## src/rtl/if_fetch_stage.sv

```systemverilog
// Instruction-fetch stage: runs the req/ready read of instruction memory for the
// current PC and captures the returned word, with PC+4, into the IF/ID register.
module if_fetch_stage #(
  parameter logic [31:0] NOP_INSTR = 32'h0000_0000,
  parameter logic [31:0] PC_INCR   = 32'd4
) (
  input  logic        clk,
  input  logic        reset,
  input  logic [31:0] pc_in,
  input  logic        stall_id,
  input  logic        flush,
  output logic        imem_req,
  output logic [31:0] imem_addr,
  input  logic        imem_ready,
  input  logic [31:0] imem_rdata,
  output logic [31:0] if_id_instr,
  output logic [31:0] if_id_pc_plus_4,
  output logic        if_id_valid,
  output logic        fetch_busy,
  output logic [1:0]  dbg_state
);

  // Handshake: imem_req rises with imem_addr = addr_q; both stay constant until the
  // cycle imem_ready=1, which completes the read. A request is never withdrawn
  // (flush parks in DROP); only reset abandons it.
  typedef enum logic [1:0] {
    LOAD = 2'd0,
    REQ  = 2'd1,
    HOLD = 2'd2,
    DROP = 2'd3
  } state_t;

  state_t      state_q, state_d;
  logic [31:0] addr_q;
  logic [31:0] skid_q;
  logic [31:0] next_addr;
  logic [31:0] load_word;
  logic        accept;

  assign next_addr = addr_q + PC_INCR;
  assign load_word = (state_q == HOLD) ? skid_q : imem_rdata;
  assign accept    = !stall_id && !flush &&
                     (((state_q == REQ) && imem_ready) || (state_q == HOLD));

  always_ff @(posedge clk or negedge reset) begin
    if (!reset) state_q <= LOAD;
    else        state_q <= state_d;
  end

  always_comb begin
    state_d = state_q;
    case (state_q)
      LOAD: if (!flush) state_d = REQ;
      REQ: begin
        if (flush)                      state_d = imem_ready ? LOAD : DROP;
        else if (imem_ready && stall_id) state_d = HOLD;
      end
      HOLD: if (flush) state_d = LOAD;
            else if (!stall_id) state_d = REQ;
      DROP: if (imem_ready) state_d = LOAD;
      default: state_d = LOAD;
    endcase
  end

  always_comb begin
    imem_req   = (state_q == REQ) || (state_q == DROP);
    imem_addr  = addr_q;
    fetch_busy = !accept;
    dbg_state  = state_q;
  end

  // addr_q tracks pc_in: loaded in LOAD, then stepped on each accepted word.
  always_ff @(posedge clk or negedge reset) begin
    if (!reset) begin
      addr_q <= '0;
      skid_q <= '0;
    end else begin
      if ((state_q == LOAD) && !flush) addr_q <= pc_in;
      else if (accept)                 addr_q <= next_addr;
      if ((state_q == REQ) && imem_ready && stall_id && !flush) skid_q <= imem_rdata;
    end
  end

  always_ff @(posedge clk or negedge reset) begin
    if (!reset) begin
      if_id_instr     <= NOP_INSTR;
      if_id_pc_plus_4 <= '0;
      if_id_valid     <= 1'b0;
    end else if (flush) begin
      if_id_instr     <= NOP_INSTR;
      if_id_pc_plus_4 <= '0;
      if_id_valid     <= 1'b0;
    end else if (stall_id) begin
      if_id_instr     <= if_id_instr;
      if_id_pc_plus_4 <= if_id_pc_plus_4;
      if_id_valid     <= if_id_valid;
    end else if (accept) begin
      if_id_instr     <= load_word;
      if_id_pc_plus_4 <= next_addr;
      if_id_valid     <= 1'b1;
    end else begin
      if_id_instr     <= NOP_INSTR;
      if_id_valid     <= 1'b0;
    end
  end

endmodule
```

## config.mk

```make
export PLATFORM = sky130hd
export DESIGN_NAME = if_fetch_stage
export DESIGN_NICKNAME = d
export VERILOG_FILES = /design/src/rtl/if_fetch_stage.sv
export SDC_FILE = /design/constraint.sdc
export NUM_CORES = 1
export LEC_CHECK = 0
export BUFFER_PORTS_ARGS = -buffer_cell sky130_fd_sc_hd__buf_2
export CORE_MARGIN = 2
export CORE_UTILIZATION = 53
export DETAILED_ROUTE_END_ITERATION = 10
export PLACE_DENSITY = 0.8
export SKIP_CTS_REPAIR_TIMING = 1
export SYNTH_ARGS = -nofsm -noshare
export SYNTH_HDL_FRONTEND = slang
export SYNTH_SLANG_ARGS = --single-unit
```

## constraint.sdc

```tcl
create_clock -name clk -period 2.6 [get_ports clk]
set_input_delay 0.13 -clock clk [delete_from_list [all_inputs] [get_ports clk]]
set_output_delay 0.13 -clock clk [all_outputs]
set_load 0.05 [all_outputs]
```

# Yosys cells after proc, flatten, opt, wreduce, memory -nomap -nowiden
# Cells that the tools add are included.
[classes]
reduce_logical = 17
addsub = 1
muxes = 19
eq_ne = 8
[op_table]
columns = ["op", "n"]
rows = [
  ["two-way mux 32 bit", 8],
  ["adder 32 x 3 -> 32 bit, second input constant", 1],
  ["two-way mux 2 bit", 7],
  ["one-hot mux 2 bit (4 select lines)", 1],
  ["logical AND 1 bit", 7],
  ["!= test 3 bit, second input constant", 2],
  ["== test 2 bit, second input constant", 2],
  ["!= test 2 bit, second input constant", 2],
  ["AND reduction 4 bit", 1],
  ["nonzero test 2 bit", 2],
  ["zero test 1 bit", 3],
  ["two-way mux 1 bit", 3],
  ["== test 2 x 1 -> 1 bit, second input constant", 1],
  ["zero test 2 bit", 1],
  ["logical OR 1 bit", 2],
  ["!= test 2 x 1 -> 1 bit, second input constant", 1],
  ["AND reduction 2 bit", 1],
]
[totals]
elab_cells = 51
regBits = 131
input_bits = 69
out_inout_bits = 101

# Depth between registers and ports, before layout
[depth]
ltp_word = 7
mapped_depth = 10

# Least setup slack after synthesis
# No wires, ideal clock.
[synth_timing]
kind = "register -> register"
from = "register state_q[0] (netlist: dbg_state[0])"
to = "register if_id_instr[11]"
path_stages_with_launch = 10
t_arrival_ps = 2585
setup_time_ps = 160
path_slack_ps = -145
t_required_ps = 2440
cell_sequence = "dfrtp_1 -> buf_2 -> nand2b_1 -> buf_4 -> a21oi_2 -> inv_2 -> buf_2 -> clkbuf_1 -> clkbuf_1 -> o21ai_0"
[synth_via]
elab_chain_len = 7
elab_cells_between_ends = 9
classes_between = "2 x eq/ne; 4 x mux; 3 x reduce/logical"
[synth_rtl]
columns = ["item", "line", "text"]
rows = [
  ["from (decl)", "33", "state_t state_q, state_d;"],
  ["from (signal assigned)", "47", "else state_q <= state_d;"],
  ["== test 2 x 1 -> 1 bit", "43", "(((state_q == REQ) && imem_ready) || (state_q == HOLD));"],
  ["logical AND 1 bit", "43", ""],
  ["logical OR 1 bit", "43", ""],
  ["logical AND 1 bit", "42", "assign accept = !stall_id && !flush &&"],
  ["two-way mux 32 bit *", "97", "end else if (accept) begin"],
  ["two-way mux 32 bit *", "93", "end else if (stall_id) begin"],
  ["two-way mux 32 bit *", "89", "end else if (flush) begin"],
  ["to (signal assigned)", "94", "if_id_instr <= if_id_instr;"],
  ["to (signal assigned)", "98", "if_id_instr <= load_word;"],
  ["to (decl)", "16", "output logic [31:0] if_id_instr,"],
]
# Every way passes the cells marked *; elsewhere a longest branch is shown, timed or not. The select of a mux whose other input is x is not followed.
# A chain may end at the register's enable or synchronous reset.

# Worst setup path in the final report
[layout_timing]
from = "register state_q[1] (netlist: dbg_state[1])"
to = "output port fetch_busy"
[layout_via]
elab_chain_len = 5
elab_cells_between_ends = 6
classes_between = "2 x eq/ne; 4 x reduce/logical"
[layout_rtl]
columns = ["item", "line", "text"]
rows = [
  ["== test 2 x 1 -> 1 bit", "43", ""],
  ["logical AND 1 bit", "43", ""],
  ["logical OR 1 bit *", "43", ""],
  ["logical AND 1 bit *", "42", ""],
  ["zero test 1 bit *", "68", "fetch_busy = !accept;"],
  ["to (decl)", "19", "output logic fetch_busy,"],
]
# Every way passes the cells marked *; elsewhere a longest branch is shown, timed or not.

==> summary.txt <==
Clock tree
  • H-tree depth: 4
  • CTS sink count: around 130
  • Clock slew at reported path FFs: about 60 ps
  • Root buf cell: clkbuf_16
  • Worst skew pair latency: approximately 420 ps
  • Clock Tree Buf Depth: 2
  • CTS tree: built
  • Num CTS Buffers: 17

Setup path
  • Crit-path leading delay family: buffers and inverters
  • CP bufs+invs: 4
  • CP Max Fanout: 18
  • Worst Setup Start Kind: register
  • CP max-delay cell: dfrtp_1
  • Critical path required time: approximately 2500 ps
  • Crit-path most repeated cell: buf_4
  • Max incr delay on CP: between 400 and 500 ps
  • Crit path DAT: 2320 ps
  • Crit-path cells: nand3b_1, a21oi_4, inv_2, buf_4, buf_4, buf_2
  • Setup slack, reg-to-reg: 310 ps
  • Worst r2r path cells: 4
  • WP depth: 6
  • Crit. End Element: primary output
  • Setup CP Type: reg2out

Synth
  • Share of the synthesized area in the top cell type: between 50% and 60%
  • Number of flops mapped to enable cells by yosys: 0
  • Synthesis Warnings: 0
  • Top-count cell post-synth: dfrtp_1
  • Main synth FF type: dfrtp_1
  • Netlist cell types: 56
  • Post-Syn Instances: 578
  • Commonest cells in the netlist: dfrtp_1 (131), nand2_1 (65), o21ai_0 (40), mux2i_1 (36), mux2_2 (34)
  • Syn_area_per_cell: ~11 um^2
  • Register bit count reported by yosys: between 100 and 150
  • Mapped cell area: 0.00628 mm^2
  • Seq/Total Area, Yosys: ~52%
  • Synth async-reset ratio: between 90% and 100%
  • Top post-synthesis cells by area: dfrtp_1 (52%), mux2_2 (6.1%), mux2i_1 (5.7%)
  • Post-synth top area cell: dfrtp_1
  • Syn_nets: between 600 and 700

Finish
  • Area Overhead vs Synth: 35.8%
  • Share of post-route cells with drive strength above 1: 33.7%
  • Core Util, Final: around three quarters
  • Nets: 871
  • Ant. Diodes: 0

Timing
  • Fin crit share: 94.1%
  • Clock Skews: roughly 10 ps
  • FMAX: 0.409 GHz
  • Sum of negative setup slack: 0 ps
  • WHS: -6.62 ps
  • Max-slew headroom: 26.4%
  • Minimum clock period: between 2000 and 2500 ps
  • Final Hold Fails: 2
  • Final setup vio count: 0
  • Slew @ Worst Pin: roughly 1100 ps
  • RSZ-0062 raised after global routing: no
  • Pins over their slew limit: 0

Routing
  • Top Layer Used: met4
  • Final WL: between 15,000 and 20,000 um
  • Drc violations: 14
  • M1 WL: about 7400 um
  • Met2 wire len: 9240 um
  • First drt pass iteration count: 8
  • Initial DRC Count: between 400 and 500
  • DRT antenna net count: 0
  • Routed vias/inst: around 6.0
  • Vias: ~5.8k
  • WL/cell: 19.5 um
  • Met3 WL: approximately 1600 um

Placed design
  • Final HPWL DP: ~12,000 um
  • GP Congestion: slightly below 0.9
  • I/O Buffers: ~170

Global routing
  • First-pass GRT wire length: around 28,000 um
  • Number of global-route vias before repair: about 5.5k
  • Largest net degree at the start of global routing: a little over 80
  • Antenna violations before repair: 0
  • Gr ovfl total: 0
  • Global Route Usage Sum: between 20 and 30%

Status
  • Violated checks: DRC, hold timing
  • Outcome: finished, violations left

Flow run
  • MaxCap Viol Count: 0

Floorplan
  • Chip width: between 100 and 150 um
  • Die span in y: roughly 110 um
  • Initial Utilization: a little over half
  • Die area: roughly 0.013 mm^2
  • Boundary pin count: 170
  • Core Rows: 39
  • CORE AREA: around 0.012 mm^2

Worst hold path
  • Hold depth: 3
  • Worst hold path type: in2reg

Power and ir drop
  • Leakage power: around 4.1 nW
  • Maximum vdd drop: between 0.6 and 0.7 mV
  • PD cells: a little over 900 mW/mm^2
[area by class of cell]
class                   instances  area [um^2]
flip-flops and latches        131         3280
fillers                       760         2990
multi-input cells             387         2770
repair buffers                250         1630
clock buffers                  18          439
clock inverters                14          186
well taps                     143          179
inverters                      14         52.6
[cell usage in the layout, fill, tap and decap left out, types with 3 or more instances in the layout]
cell type	synthesis	layout
mux2_2	34	34
or4_1	11	11
a22oi_1	3	3
and2_1	4	4
a2bb2oi_1	7	7
nor3_1	9	8
or3_1	4	4
nor3b_1	4	4
clkinv_2	0	4
clkbuf_16	0	17
xnor2_1	9	9
nand3_1	19	19
a31oi_1	3	3
nand2_1	65	65
a211oi_1	8	8
bufinv_16	0	4
nand4_1	12	12
dfrtp_1	131	131
o21ai_0	40	40
a221o_1	8	8
buf_2	3	168
buf_4	1	22
a211o_1	5	5
nand3b_1	7	7
or2_2	4	4
nor2_1	15	14
clkinvlp_4	0	5
nand4b_1	4	4
o211ai_1	11	11
inv_1	13	13
o211a_1	4	4
xor2_1	6	6
a22o_1	16	16
dlygate4sd3_1	0	58
nor4_1	10	10
mux2i_1	36	36
[through the flow]
step	std cells	setup WS, ps	area (um^2)	total power, mW	hold slack [ps]
3_3_place_gp	867	442	7320	5.15	187
4_1_cts	899	99.0	7950	7.78	-244
6_report	957	153	8530	7.86	-6.62
3_5_place_dp	867	326	7320	5.25	203
5_1_grt	957	8.87	8530	8.16	5.75
2_1_floorplan	578	85.3	6280	4.54	-166
[routing by layer]
metal / up-vias / global-route usage, %
met5: - / 0
met4: 0 / 11.1
met3: 38 / 9.96
met2: 317 / 44.4
met1: 2815 / 34.0
li1: 2586 / -
[state kept, by name, indices dropped and copies added (netlist names)]
name,flops
dbg_state,2
if_id_instr,32
skid_q,32
if_id_pc_plus_4,32
imem_addr,32
if_id_valid,1
[logic make-up (layout without fill, tap and decap cells)]
kind of cell	count (synthesis)	in the layout	share of synthesized area, %
flip-flops	131	131	52.2
AND/OR/NAND/NOR	182	182	15.5
adder cells (fa/ha/maj)	2	2	0.358
XOR/XNOR	15	15	2.09
multiplexers	70	70	11.8
buffers and inverters	60	296	4.20
AO/OA/AOI/OAI	118	118	13.8
[worst paths after layout]
| path | end | start |
|---|---|---|
| worst max-delay path | fetch_busy | dbg_state[1] |
| min in group asynchronous | if_id_pc_plus_4[9] | reset |
| worst min-delay path | imem_addr[7] | pc_in[7] |
| worst max register to register | if_id_pc_plus_4[23] | imem_addr[13] |
| worst min register to register | if_id_instr[24] | if_id_instr[24] |
| max in group asynchronous | if_id_instr[0] | reset |
[where the power goes]
group / total [mW] / switching (mW) / leakage [nW] / internal (mW)
logic: 2.41 / 1.61 / 2.13 / 0.792
registers: 2.94 / 0.466 / 1.70 / 2.47
clock network: 2.52 / 0.895 / 0.294 / 1.62
total: 7.86 / 2.97 / 4.12 / 4.88
[worst reg2reg max path, cell delays in order (launching register included)]
cell and delay, ps:
dfrtp_1 510, nand4_4 190, or4_1 730, o311a_1 380, or3b_1 360
No activity file was read; power rests on OpenSTA's default activity.
